File: config.mk
export PLATFORM = sky130hd
export DESIGN_NAME = hamming_encoding_storage
export DESIGN_NICKNAME = d
export VERILOG_FILES = /design/src/rtl/hamming_pkg.sv /design/src/rtl/hamming_encoding_storage_decoder.sv /design/src/rtl/hamming_encoding_storage.sv
export SDC_FILE = /design/constraint.sdc
export NUM_CORES = 1
export LEC_CHECK = 0
export ABC_AREA = 1
export BUFFER_PORTS_ARGS = -buffer_cell sky130_fd_sc_hd__buf_2
export CORE_MARGIN = 3
export CORE_UTILIZATION = 40
export CTS_CLUSTER_DIAMETER = 40
export DETAILED_ROUTE_END_ITERATION = 6
export PLACE_DENSITY = 0.67
export SETUP_SLACK_MARGIN = 0.15
export SKIP_LAST_GASP = 1
export SLEW_MARGIN = 25
export SYNTH_ARGS = -nofsm -noshare
export SYNTH_HDL_FRONTEND = slang
export SYNTH_SLANG_ARGS = --single-unit
export TNS_END_PERCENT = 1
File: constraint.sdc
create_clock -name clk -period 0.8 [get_ports clk]
set_input_delay 0.08 -clock clk [delete_from_list [all_inputs] [get_ports clk]]
set_output_delay 0.08 -clock clk [all_outputs]
set_load 0.005 [all_outputs]
File: src/rtl/hamming_pkg.sv
// Shared constants, types and pure functions for the SECDED (16,11) codec.
// Bit 0 is overall parity; bits 1..15 are Hamming positions 1..15.
package hamming_pkg;

    localparam int DATA_W = 11;
    localparam int CODE_W = 16;
    localparam int SYN_W  = 4;

    typedef logic [DATA_W-1:0] data_t;
    typedef logic [CODE_W-1:0] code_t;
    typedef logic [SYN_W-1:0]  syn_t;

    localparam int DATA_POS [DATA_W] = '{3, 5, 6, 7, 9, 10, 11, 12, 13, 14, 15};

    function automatic code_t encode(input data_t d);
        code_t c;
        logic  p;
        c = '0;
        for (int i = 0; i < DATA_W; i++) begin
            c[DATA_POS[i]] = d[i];
        end
        // Check bit 2^k never covers another check position, so order is free.
        for (int k = 0; k < SYN_W; k++) begin
            p = 1'b0;
            for (int j = 1; j < CODE_W; j++) begin
                if (((j >> k) & 1) == 1) begin
                    p = p ^ c[j];
                end
            end
            c[1 << k] = p;
        end
        c[0] = ^c[CODE_W-1:1];
        return c;
    endfunction

    function automatic syn_t syndrome(input code_t c);
        syn_t s;
        s = '0;
        for (int j = 1; j < CODE_W; j++) begin
            if (c[j]) begin
                s = s ^ SYN_W'(j);
            end
        end
        return s;
    endfunction

    function automatic data_t extract(input code_t c);
        data_t d;
        d = '0;
        for (int i = 0; i < DATA_W; i++) begin
            d[i] = c[DATA_POS[i]];
        end
        return d;
    endfunction

endpackage

File: src/rtl/hamming_encoding_storage_decoder.sv
// Combinational SECDED decode: syndrome, single-bit correction, data extract.
// Status outputs exist only when HAMMING_STATUS_EN is defined.
module hamming_decoder
    import hamming_pkg::*;
(
    input  code_t channel_word,
`ifdef HAMMING_STATUS_EN
    output logic  err_single,
    output logic  err_double,
    output syn_t  syndrome_out,
`endif
    output data_t data
);

    syn_t  syn;
    logic  p_err;
    code_t fixed;

    always_comb begin
        syn   = syndrome(channel_word);
        p_err = ^channel_word;
        fixed = channel_word;
        // Odd parity with a nonzero syndrome points at the flipped position.
        if (syn != '0 && p_err) begin
            fixed[syn] = ~fixed[syn];
        end
        data = extract(fixed);
    end

`ifdef HAMMING_STATUS_EN
    always_comb begin
        err_single   = p_err;
        err_double   = (syn != '0) && !p_err;
        syndrome_out = syn;
    end
`endif

endmodule

File: src/rtl/hamming_encoding_storage.sv
// SECDED (16,11) encoder and decoder, each registered with 1-cycle latency.
// Define HAMMING_STATUS_EN to add err_single, err_double and syndrome_out.
module hamming_encoding_storage
    import hamming_pkg::*;
(
    input  logic  clk,
    input  logic  rst_n,
    input  data_t data_in,
    output code_t code_word_out,
    input  code_t channel_word,
`ifdef HAMMING_STATUS_EN
    output logic  err_single,
    output logic  err_double,
    output syn_t  syndrome_out,
`endif
    output data_t data_out
);

    code_t code_d, code_q;
    data_t data_d, data_q;
    data_t dec_data;

`ifdef HAMMING_STATUS_EN
    logic es_d, es_q, ed_d, ed_q;
    syn_t syn_d, syn_q;
`endif

    hamming_decoder u_dec (
        .channel_word (channel_word),
`ifdef HAMMING_STATUS_EN
        .err_single   (es_d),
        .err_double   (ed_d),
        .syndrome_out (syn_d),
`endif
        .data         (dec_data)
    );

    always_comb begin
        code_d = encode(data_in);
        data_d = dec_data;
    end

    always_ff @(posedge clk or negedge rst_n) begin
        if (!rst_n) begin
            code_q <= '0;
            data_q <= '0;
        end else begin
            code_q <= code_d;
            data_q <= data_d;
        end
    end

`ifdef HAMMING_STATUS_EN
    always_ff @(posedge clk or negedge rst_n) begin
        if (!rst_n) begin
            es_q  <= 1'b0;
            ed_q  <= 1'b0;
            syn_q <= '0;
        end else begin
            es_q  <= es_d;
            ed_q  <= ed_d;
            syn_q <= syn_d;
        end
    end

    assign err_single   = es_q;
    assign err_double   = ed_q;
    assign syndrome_out = syn_q;
`endif

    assign code_word_out = code_q;
    assign data_out      = data_q;

endmodule

; ---- Word-level counts from Yosys, hierarchy flattened
; Cells that the tools add are included.
[totals]
reg_bits = 27
output_inout_bits = 27
in_bits = 29
word_cells = 69
[op_classes]
n_lt_le_gt_ge = 2
n_mux = 21
bitwise = 39
n_reduce_logical = 5
[op_table]
columns = cell, count
row1 = 2-to-1 mux 4 bit, 8
row2 = bitwise XOR 1 bit, 24
row3 = bitwise mux 16 bit, 1
row4 = 2-to-1 mux 16 bit, 1
row5 = parity 16 bit, 1
row6 = parity 15 bit, 1
row7 = 2-to-1 mux 3 bit, 4
row8 = inverter 2 bit, 6
row9 = inverter 3 bit, 4
row10 = "< comparator 4 x 5 -> 1 bit, second input constant", 1
row11 = binary-select mux 1 bit (select 4 bit), 1
row12 = demux 1 bit (select 4 bit), 1
row13 = "greater-or-equal comparator 4 x 1 -> 1 bit, second input constant", 1
row14 = 2-to-1 mux 2 bit, 2
row15 = inverter 4 bit, 1
row16 = nonzero test 4 bit, 1
row17 = 2-to-1 mux 1 bit, 3
row18 = "inverter 1 bit, first input constant", 3
row19 = logical AND 1 bit, 2
row20 = inverter 1 bit, 1

; ---- Depth between registers and ports, before layout
[logic_depth]
depth_word = 32
mapped_depth = 17
ltp_nobuf = 17

; ---- By module
; From an unflattened synthesis, not the netlist that was laid out.
[hier_totals]
hier_cells = 306
area_unflattened_um2 = 2092.0
[modules_own_cells]
columns = module, area_each_um2, cells_each, seq_area_each_um2, n_inst
row1 = hamming_encoding_storage, 1127.3, 121, 675.6, 1
row2 = hamming_decoder, 964.7, 185, 0.0, 1

; ---- Worst setup path after synthesis
; No wires, ideal clock.
[synth_path]
path_kind = input port to flip-flop
startpoint = input port channel_word[7]
endpoint = register data_q[7], in the netlist data_out[7]
setup_slack_ns = -0.640
stages = 14
setup_time_ns = 0.130
required_ns = 0.670
n_path_buf = 0
t_arrival_ns = 1.310
cell_sequence = nand2_1 -> inv_1 -> nor2_1 -> nand2_2 -> nand2_1 -> nand2_2 -> nand3_1 -> nand2_1 -> nand3_1 -> nand2_1 -> a21oi_2 -> nand2_2 -> nor2_8 -> a21oi_1
[synth_between]
elab_chain_len = 19
elab_cells_between_ends = 29
classes_between = order compare (2) / mux (15) / bitwise (8) / reduce/logical (4)
[synth_lines]
columns = element, line
row1 = from (decl), hamming_encoding_storage.sv:10  ; input code_t channel_word,
row2 = 2-to-1 mux 3 bit, hamming_pkg.sv:40  ; if (c[j]) begin
row3 = 2-to-1 mux 4 bit, hamming_pkg.sv:40
row4 = inverter 2 bit (no line) or 2-to-1 mux 4 bit (tied branches), n/a
row5 = 2-to-1 mux 4 bit or inverter 2 bit (tied branches), n/a
row6 = 2-to-1 mux 4 bit, hamming_pkg.sv:40
row7 = inverter 3 bit (no line) or inverter 2 bit (tied branches), n/a
row8 = 2-to-1 mux 4 bit, hamming_pkg.sv:40
row9 = 2-to-1 mux 4 bit or inverter 3 bit (tied branches), n/a
row10 = (+4 left out), n/a
row11 = 2-to-1 mux 4 bit, hamming_pkg.sv:40
row12 = < comparator 4 x 5 -> 1 bit (implied by the code) or greater-or-equal comparator 4 x 1 -> 1 bit (tied branches), hamming_encoding_storage_decoder.sv:25  ; fixed[syn] = ~fixed[syn];
row13 = logical AND 1 bit (implied by the code), hamming_encoding_storage_decoder.sv:25
row14 = 2-to-1 mux 1 bit (implied by the code), hamming_encoding_storage_decoder.sv:25
row15 = demux 1 bit (select 4 bit), n/a
row16 = bitwise mux 16 bit, hamming_encoding_storage_decoder.sv:25
row17 = 2-to-1 mux 16 bit (*), hamming_encoding_storage_decoder.sv:24  ; if (syn != '0 && p_err) begin
row18 = via data_d[7], hamming_encoding_storage.sv:20  ; data_t data_d, data_q;
row19 = to (signal assigned), hamming_encoding_storage.sv:49  ; data_q <= data_d;
row20 = to (decl), hamming_encoding_storage.sv:20
; Mark *: on every way through the listed nets, which the timed path passes. The rest lies on a longest branch. The select of a mux whose other input is x is not followed.

; ---- Final worst setup path
[layout_path]
startpoint = input port channel_word[7]
endpoint = register data_q[0], in the netlist data_out[0]
; Same word-level chain as after synthesis.

==> impl_metrics.csv <==
group,metric,value,unit
status,status,"complete, but fails checks",
status,violations,"setup timing",
die,die_h,76.1,um
routing,ant_nets,0,
die,die_area,5790,um^2
pwr,p_comb_frac,0.554,
synthesis,ys_seq_area_frac,0.344,
pwr,p_leak,1.77,nW
grt,grt_pass1_wl,8740,um
synthesis,ys_seq_elements,27,
pwr,switching_share,0.382,
setup_path,crit_type,"in -> reg",
clock_tree,clkTransAtPathRegs,0.08,ns
routing,drt_first_iter_violations,84,
pwr,irDropWorstVdd,751,uV
die,rows,24,
final_layout,nNetsFinal,417,
timing,tns,-8.28,ns
pwr,power_switching,2.00,mW
die,initial_core_util,0.434,
clock_tree,cts_tree,"built",
routing,dr.pass1.iters,4,
synthesis,synthCells,269,
final_layout,syn2layout_area_growth,64.5,%
pwr,internal-power,3.24,mW
timing,holdWs,0.0478,ns
place,numPortBuffers,55,
synthesis,netlist_area,1970,um^2
pwr,p_per_area,1620,nW/um^2
synthesis,synthesis.nets,298,
synthesis,yosysUniqueCellTypes,23,
grt,overflow,0,
timing,slew_violations,0,
synthesis,synth-edff-count,0,
setup_path,arrival,1.60,ns
routing,num_vias,2008,
die,core,4530,um^2
synthesis,netlist_top_cells_area,"dfrtp_1 (34%), nand2_1 (17%), xnor2_1 (7.1%)",
grt,grt_usage,0.180,
clock_tree,numCtsBuffers,3,
timing,grt_setup_unrepaired,"true",
timing,finalSetupViolCount,41,
synthesis,synth_top_cell_area_share,0.344,
clock_tree,cts_buffer_depth,2,
setup_path,end_kind,"flip-flop",
synthesis,yosys_warnings,0,
timing,period_needed,1.45,ns
timing,maxSlewHeadroom,0.790,
setup_path,critical_path.max_fanout,7,
synthesis,ys_top_cells_by_count,"nand2_1 (90), inv_1 (35), dfrtp_1 (27)",
timing,fmax,0.691,GHz
final_layout,fin_util,0.714,
die,die_w,76.1,um
synthesis,synth_ff_type,"dfrtp_1",
die,top_level_ports,56,
routing,drc,0,
final_layout,n_antenna_cell,0,
synthesis,synth_most_common_cell,"nand2_1",
timing,worst_pin_slew,0.316,ns
synthesis,async_flop_share,1.00,
synthesis,yosys.area.top_type,"dfrtp_1",
routing,routedWlPerCell,11.6,um
routing,wl,5230,um
timing,finalHoldViolations,0,
routing,via_per_inst,4.44,
place,dp_slack,-1.04,ns
place,dp_hpwl,3780,um
grt,first_global_vias,2002,
synthesis,postSynthAreaPerCell,7.31,um^2
grt,grt_max_degree,28,
pwr,pwr-share-seq,0.308,
final_layout,layout-drive-gt1-share,0.535,
flow_run,drv_cap,0,
clock_tree,clock-sinks,27,
clock_tree,htreeDepth,1,
place,gp_congestion,0.910,
setup_path,start_kind,"input pin",
grt,antenna_found_initial,0,
pwr,pwr-share-clk,0.138,
timing,setup_slack,-0.648,ns
worst_hold_path,hold_class,"in -> reg",
setup_path,worstPathRequired,0.95,ns
clock_tree,cts_root_buffer,"clkbuf_8",
timing,period_share,1.81,
==> state kept, by name, summed over array words and instances, names as in the netlist <==
signal and count:
data_out 11, code_word_out 16
==> path summary, 6_finish.rpt <==
path | start | endpoint | slack (ns) | cells after the start
setup / recovery | channel_word[7] | data_out[0] | -0.65 | 17
min in group asynchronous | rst_n | code_word_out[6] | 0.34 | 3
max in group asynchronous | rst_n | data_out[9] | 0.21 | 3
hold / removal | data_in[7] | code_word_out[12] | 0.05 | 2
==> power by group through the flow <==
stage | clock, mW | sequential (mW) | combinational (mW)
floorplan | 0 | 1.69 | 1.36
global placement | 0 | 1.64 | 2.30
detailed placement | 0 | 1.64 | 2.33
CTS | 0.738 | 1.61 | 2.74
global route | 0.796 | 1.64 | 3.17
finish | 0.723 | 1.61 | 2.90
==> layer usage <==
layer  part of all wire  global-route usage
met4             0.0096              0.0435
met1               0.43               0.221
met3              0.036             0.00946
met5                  0                   0
met2               0.53               0.341
==> kinds of logic after synthesis <==
family / synth area share
simple gates: 0.360
buf+inv: 0.0859
xor+xnor: 0.156
flops: 0.344
compound gates: 0.0547
==> what timing repair did <==
| item | in CTS | in global routing |
|---|---|---|
| setup endpoints to repair | 43 | 62 |
| endpoints found under the hold margin | 32 | 0 |
| pin swaps | 31 | 31 |
| gates resized for setup | 69 | 38 |
| cloned | 2 | 0 |
| hold buffers | 6 | 0 |
| buffers inserted | 3 | 2 |
==> worst max-delay path, cell delays in order <==
cell,delay (ns)
buf_12,0.12
nand2_4,0.06
inv_2,0.04
nor2_4,0.12
nand2_4,0.07
nand2_2,0.09
nand2_4,0.08
nand2_4,0.12
nand2_8,0.09
nand3_1,0.07
nand2_1,0.06
nand2_1,0.06
nand2_1,0.06
nand2_2,0.08
nand2_4,0.08
nor2_4,0.22
a21oi_2,0.08
==> final cells by class <==
| class | instances | area [um^2] |
|---|---|---|
| clock buffer | 4 | 45.0 |
| fill | 346 | 1300 |
| inverter | 45 | 186 |
| multi-input combinational | 199 | 1470 |
| sequential | 27 | 676 |
| tap | 65 | 81.3 |
| timing repair buffer | 112 | 782 |
==> through the flow <==
| stage | power, mW | area, um^2 | cells |
|---|---|---|---|
| 3_5_place_dp | 3.97 | 2670 | 435 |
| 2_1_floorplan | 3.05 | 1970 | 269 |
| 4_1_cts | 5.09 | 3070 | 450 |
| 3_3_place_gp | 3.94 | 2670 | 435 |
| 5_1_grt | 5.61 | 3240 | 452 |
| 6_report | 5.24 | 3240 | 452 |
==> placed cells by master, fill, tap and decap left out, drive strengths merged <==
master / synthesis / routed
buf: 0 / 105
nand2: 103 / 103
inv: 45 / 45
dfrtp: 27 / 27
nand3: 21 / 21
xor2: 16 / 17
xnor2: 16 / 16
nor2: 15 / 16
a21oi: 12 / 12
nand4: 10 / 10
dlygate4sd3: 0 / 6
clkbuf: 0 / 5
o21ai: 2 / 2
and2: 1 / 1
nor3: 1 / 1
Power figures use the tool's default switching activity.
